[src/rtl/stripe_pkg.sv]
// stripe_pkg: constants and types shared by the stripe scheduler, the two-lane
// byte striper and the un-striper.
//   DATA_W, BURST_LEN : default word width and maximum grant window (even, >= 2)
//   LANE0, LANE1      : values of the lane/phase bit
//   state_t           : scheduler FSM encoding
//   grant_of()        : one-hot grant vector that a scheduler state presents
package stripe_pkg;

  localparam int DATA_W    = 32;
  localparam int BURST_LEN = 4;

  localparam logic LANE0 = 1'b0;
  localparam logic LANE1 = 1'b1;

  typedef enum logic [1:0] {
    ST_IDLE,
    ST_GRANT0,
    ST_GRANT1,
    ST_PAD
  } state_t;

  function automatic logic [1:0] grant_of(state_t s);
    case (s)
      ST_GRANT0: return 2'b01;
      ST_GRANT1: return 2'b10;
      default:   return 2'b00;
    endcase
  endfunction

endpackage

[src/rtl/rr_arbiter2.sv]
// rr_arbiter2: two-way round-robin arbiter.
//   clk_2f  : clock
//   reset_L : asynchronous active-low reset
//   req     : request vector, bit i = requester i
//   en      : arbitration allowed this cycle
//   gnt     : one-hot grant, 00 when en is low or nothing is requested
// On a tie the requester that did not win last time is granted; a sole
// requester always wins. last_grant resets to 1 so requester 0 wins the
// first tie.
module rr_arbiter2 (
  input  logic       clk_2f,
  input  logic       reset_L,
  input  logic [1:0] req,
  input  logic       en,
  output logic [1:0] gnt
);

  logic last_grant;  // index of the most recent winner

  always_comb begin
    // NOTE: every output of a combinational block gets a default first, so no
    // path leaves it unassigned and no latch is inferred.
    gnt = 2'b00;
    if (en) begin
      if (req == 2'b11) gnt = last_grant ? 2'b01 : 2'b10;
      else              gnt = req;
    end
  end

  // NOTE: sequential state uses non-blocking assignments so every register
  // samples pre-edge values regardless of process ordering.
  always_ff @(posedge clk_2f or negedge reset_L) begin
    if (!reset_L)  last_grant <= 1'b1;
    else if (|gnt) last_grant <= gnt[1];
  end

endmodule

[src/rtl/stripe_scheduler.sv]
// stripe_scheduler: grants one of two requesters at a time for a bounded burst
// and presents the granted words as one registered valid/data stream for the
// two-lane striper. Bursts start on lane 0 and occupy an even number of slots.
//   clk_2f, reset_L          : clock, asynchronous active-low reset
//   reqN_data/valid/last     : requester N word, word available, final word
//   reqN_ready               : requester N word accepted when valid & ready
//   data_out, valid_out      : registered accepted word (zero on bubbles)
//   phase                    : lane of the current data_out word
//   grant                    : registered one-hot owner of the current window
module stripe_scheduler #(
  parameter int DATA_W    = stripe_pkg::DATA_W,
  parameter int BURST_LEN = stripe_pkg::BURST_LEN
) (
  input  logic              clk_2f,
  input  logic              reset_L,
  input  logic [DATA_W-1:0] req0_data,
  input  logic              req0_valid,
  input  logic              req0_last,
  output logic              req0_ready,
  input  logic [DATA_W-1:0] req1_data,
  input  logic              req1_valid,
  input  logic              req1_last,
  output logic              req1_ready,
  output logic [DATA_W-1:0] data_out,
  output logic              valid_out,
  output logic              phase,
  output logic [1:0]        grant
);

  import stripe_pkg::*;

  localparam int CNT_W = $clog2(BURST_LEN + 1);

  state_t            state, state_next;
  logic [CNT_W-1:0]  cnt, cnt_next, win_pos;
  logic [1:0]        arb_gnt;
  logic              arb_en;
  logic              acc0, acc1, acc_last, in_window;
  logic [DATA_W-1:0] acc_data;

  rr_arbiter2 u_arb (
    .clk_2f  (clk_2f),
    .reset_L (reset_L),
    .req     ({req1_valid, req0_valid}),
    .en      (arb_en),
    .gnt     (arb_gnt)
  );

  always_comb begin
    state_next = state;
    cnt_next   = cnt;
    arb_en     = 1'b0;
    req0_ready = 1'b0;
    req1_ready = 1'b0;

    case (state)
      ST_IDLE: begin
        // Arbitrate only when the next emitted word lands in lane 0.
        arb_en     = (phase == LANE1);
        req0_ready = arb_gnt[0];
        req1_ready = arb_gnt[1];
        if (|arb_gnt) state_next = arb_gnt[0] ? ST_GRANT0 : ST_GRANT1;
      end
      ST_GRANT0: req0_ready = 1'b1;
      ST_GRANT1: req1_ready = 1'b1;
      default:   state_next = ST_IDLE;  // ST_PAD: one bubble, then realign
    endcase

    acc0     = req0_valid & req0_ready;
    acc1     = req1_valid & req1_ready;
    acc_last = (acc0 & req0_last) | (acc1 & req1_last);
    acc_data = acc0 ? req0_data : (acc1 ? req1_data : '0);

    // win_pos is the 1-based window cycle being spent now; the IDLE grant
    // cycle is window cycle 1. A last accepted there closes a one-slot window.
    win_pos   = (state == ST_IDLE) ? CNT_W'(1) : cnt + 1'b1;
    in_window = (state == ST_GRANT0) || (state == ST_GRANT1) || (|arb_gnt);
    if (in_window) begin
      if (acc_last || win_pos == CNT_W'(BURST_LEN)) begin
        // An odd-length window leaves the stream on lane 1; pad to realign.
        state_next = win_pos[0] ? ST_PAD : ST_IDLE;
        cnt_next   = '0;
      end else begin
        cnt_next = win_pos;
      end
    end
  end

  always_ff @(posedge clk_2f or negedge reset_L) begin
    if (!reset_L) begin
      state     <= ST_IDLE;
      cnt       <= '0;
      phase     <= LANE0;
      data_out  <= '0;
      valid_out <= 1'b0;
      grant     <= 2'b00;
    end else begin
      state     <= state_next;
      cnt       <= cnt_next;
      phase     <= ~phase;  // tracks the striper's lane counter
      data_out  <= acc_data;
      valid_out <= acc0 | acc1;
      grant     <= grant_of(state_next);
    end
  end

endmodule

[config.mk]
export PLATFORM = sky130hd
export DESIGN_NAME = stripe_scheduler
export DESIGN_NICKNAME = d
export VERILOG_FILES = /design/src/rtl/stripe_pkg.sv /design/src/rtl/rr_arbiter2.sv /design/src/rtl/stripe_scheduler.sv
export SDC_FILE = /design/constraint.sdc
export NUM_CORES = 1
export LEC_CHECK = 0
export BUFFER_PORTS_ARGS = -buffer_cell sky130_fd_sc_hd__buf_2
export CORE_ASPECT_RATIO = 0.5
export CORE_MARGIN = 5
export CORE_UTILIZATION = 40
export CTS_CLUSTER_DIAMETER = 60
export DETAILED_ROUTE_END_ITERATION = 8
export HOLD_SLACK_MARGIN = 0.1
export PLACE_DENSITY = 0.76
export SLEW_MARGIN = 0
export SYNTH_ARGS = -nofsm -noshare
export SYNTH_HDL_FRONTEND = slang
export SYNTH_SLANG_ARGS = --single-unit
[constraint.sdc]
create_clock -name clk_2f -period 2.25 [get_ports clk_2f]
set_input_delay 0.45 -clock clk_2f [delete_from_list [all_inputs] [get_ports clk_2f]]
set_output_delay 0.45 -clock clk_2f [all_outputs]
set_load 0.05 [all_outputs]
==> impl_metrics.tcl <==
set metrics [dict create \
    outcome "completed" \
    power_switching_uw 1690 \
    dieArea_um2 5970 \
    yosys_warnings 0 \
    worstPathMaxFanout 6 \
    slew_headroom_pct 65.0 \
    drt-initial-drc-count 65 \
    final_common_cell "buf_2" \
    yosys.area.top_type_share_pct 57.5 \
    n_antenna_cell 0 \
    p_comb_share_pct 54.4 \
    path_class "reg -> out" \
    cts_tree "done" \
    min_path_type "in -> async" \
    setup-violations-final 0 \
    grt_pass1_wl_um 7330 \
    power.leakage_uw 0.00142 \
    drtPass1Iterations 4 \
    syn-cell-area_um2 1780 \
    drc 0 \
    cap_violations 0 \
    power_density_nw_per_um2 1470 \
    slowest_stage "dfrtp_1" \
    maxClockFrequency_mhz 465 \
    grt_setup_unrepaired "false" \
    gp_congestion 0.871 \
    r2r_cells 7 \
    worstSetupStartpoint "state[0]$_DFF_PN0_" \
    reg2reg_from "state[0]$_DFF_PN0_" \
    syn_nets 210 \
    syn_inst 136 \
    crit_family "flip-flops" \
    synth-seq-cells 42 \
    drtAntennaViolNets 0 \
    synthDistinctLibCells 32 \
    first_global_vias 1560 \
    power.share.sequential_pct 29.6 \
    overflow 0 \
    grt_usage_pct 15.2 \
    clk_pin_slew_worst_paths_ps 80 \
    routed_wl_um 4450 \
    io_buffers 107 \
    period_needed_ps 2150 \
    power.internal_uw 1960 \
    cts_hold_buf 0 \
    worst_pin_slew_ps 525 \
    final.period_utilization_pct 95.5 \
    rrSetupSlack_ps 360 \
    start_kind "register" \
    slew_viol_final 0 \
    critical_path_arrival_ps 1700 \
    via_per_inst 4.94 \
    die_w_um 104 \
    finalClockSkew_ps 6.37 \
    area_growth_pct 38.6 \
    clk_latency_ps 290 \
    initial_utilization_pct 40.9 \
    num_io_pins 108 \
    r2r_end "data_out[12]$_DFF_PN0_" \
    rows 17 \
    cts.repair.resized 0 \
    fin_nets 320 \
    cts_root_buf "clkbuf_8" \
    cts.sinks 42 \
    synth_seq_area_share_pct 59.0 \
    drive_gt1_share_pct 52.2 \
    via_count 1501 \
    worst-path-stages 6 \
    finalHoldViolCount 0 \
    placed_cell_area_um2 2350 \
    routedWlPerCell_um 14.6 \
    p_sw_share_pct 46.3 \
    endpoint_kind "output pin" \
    ys_top_cells_by_area "dfrtp_1 58%, a22o_1 16%, ha_1 2.8%, buf_8 2.5%, dfstp_2 1.5%" \
    crit_end "req1_ready" \
    cts_htree_levels 2 \
    finalSetupTns_ps 0 \
    avgSynthCellArea_um2 13.1 \
    hpwl_um 3510 \
    path_cells "inv_1 -> ha_2 -> nand2_2 -> a21oi_2 -> a21o_2 -> clkbuf_4" \
    total_power_uw 3640 \
    cts_setup_buffers 0 \
    coreArea_um2 4360 \
    crit_buf_inv 2 \
    mostFrequentLayoutCells "105 x buf_2, 41 x dfrtp_1, 33 x a22o_1" \
    ir_drop_mv 0.459 \
    stdcell_area_um2 2470 \
    cpPeakStageDelay_ps 420 \
    grt_max_degree 33 \
    grt_antenna_before_repair 0 \
    yosysTopAreaCell "dfrtp_1" \
    pwr-share-clk_pct 16.0 \
    die_h_um 57.2 \
    required_ps 1800 \
    numCtsBuffers 5 \
    clockBufferDepth 2 \
]
==> synthesized netlist by cell type, drive strengths merged <==
| cell type | instances |
|---|---|
| dfrtp | 41 |
| a22o | 33 |
| nand2 | 8 |
| a21oi | 7 |
| buf | 7 |
| nor2 | 6 |
| inv | 5 |
| a21o | 4 |
| ha | 4 |
| nand2b | 3 |
| and3 | 2 |
| mux2i | 2 |
| nor2b | 2 |
| o21ai | 2 |
| o22ai | 2 |
| o31ai | 2 |
| and2 | 1 |
| dfstp | 1 |
| nand3b | 1 |
| nor3b | 1 |
| o21bai | 1 |
| xor2 | 1 |
==> power by group through the flow <==
stage               Combinational, uW  Sequential, uW  Clock [uW]
floorplan                         966            1720           0
global placement                 1930            1090           0
detailed placement               1960            1090           0
CTS                              1970            1080         593
global route                     2120            1100         640
finish                           1980            1080         583
==> state kept, by name, summed over array words and instances, names as in the netlist <==
signal	count
state	2
data_out	32
phase	1
u_arb.last_grant	1
cnt	3
grant	2
valid_out	1
==> worst register-to-register path, delay by kind of cell (launching register included) <==
kind / cells / cell delay (ps)
compound gates: 3 / 560
fa+ha+maj: 1 / 250
buf+inv: 1 / 110
flops: 1 / 420
simple gates: 2 / 500
==> layout make-up <==
cell class                 count  area (um^2)
fill                         390         1890
inverter                       5         18.8
clock buffer                   7         76.3
clock inverter                 1         30.0
sequential                    42         1050
tap                           57         71.3
multi-input combinational     82          647
timing repair buffer         110          576
==> metal layers <==
metal	vias up	wire length [um]	global-route usage [%]
met1	743	1650	16.5
met3	6	191	4.75
met4	0	51	4.43
li1	718	-	-
met5	-	0	0
met2	34	2550	28.7
==> how the worst min path moves through the flow <==
stage / startpoint / endpoint / depth (start not counted)
floorplan: reset_L / cnt[0]$_DFFE_PN0N_ / 0
global placement: reset_L / cnt[0]$_DFFE_PN0N_ / 1
detailed placement: reset_L / cnt[0]$_DFFE_PN0N_ / 1
CTS: reset_L / data_out[11]$_DFF_PN0_ / 1
global route: reset_L / data_out[16]$_DFF_PN0_ / 1
finish: reset_L / data_out[12]$_DFF_PN0_ / 1
==> through the flow <==
stage | cells | util [%] | worst slack (ps) | hold slack, ps
final | 304 | 56.7 | 102 | 135
after global routing | 304 | 56.7 | 12.5 | 164
after CTS | 304 | 56.4 | 1.23 | 140
after detailed placement | 296 | 54.0 | 342 | 451
after global placement | 296 | 54.0 | 396 | 447
after floorplan | 136 | - | 415 | 154
==> cell families after synthesis <==
logic type / synth area share, %
adder cells (fa/ha/maj): 2.81
multiplexers: 1.12
flip-flops: 59.0
AO/OA/AOI/OAI: 23.4
buffers and inverters: 5.05
AND/OR/NAND/NOR: 8.07
XOR/XNOR: 0.491
Note: power is estimated with default switching activity, not from simulation.
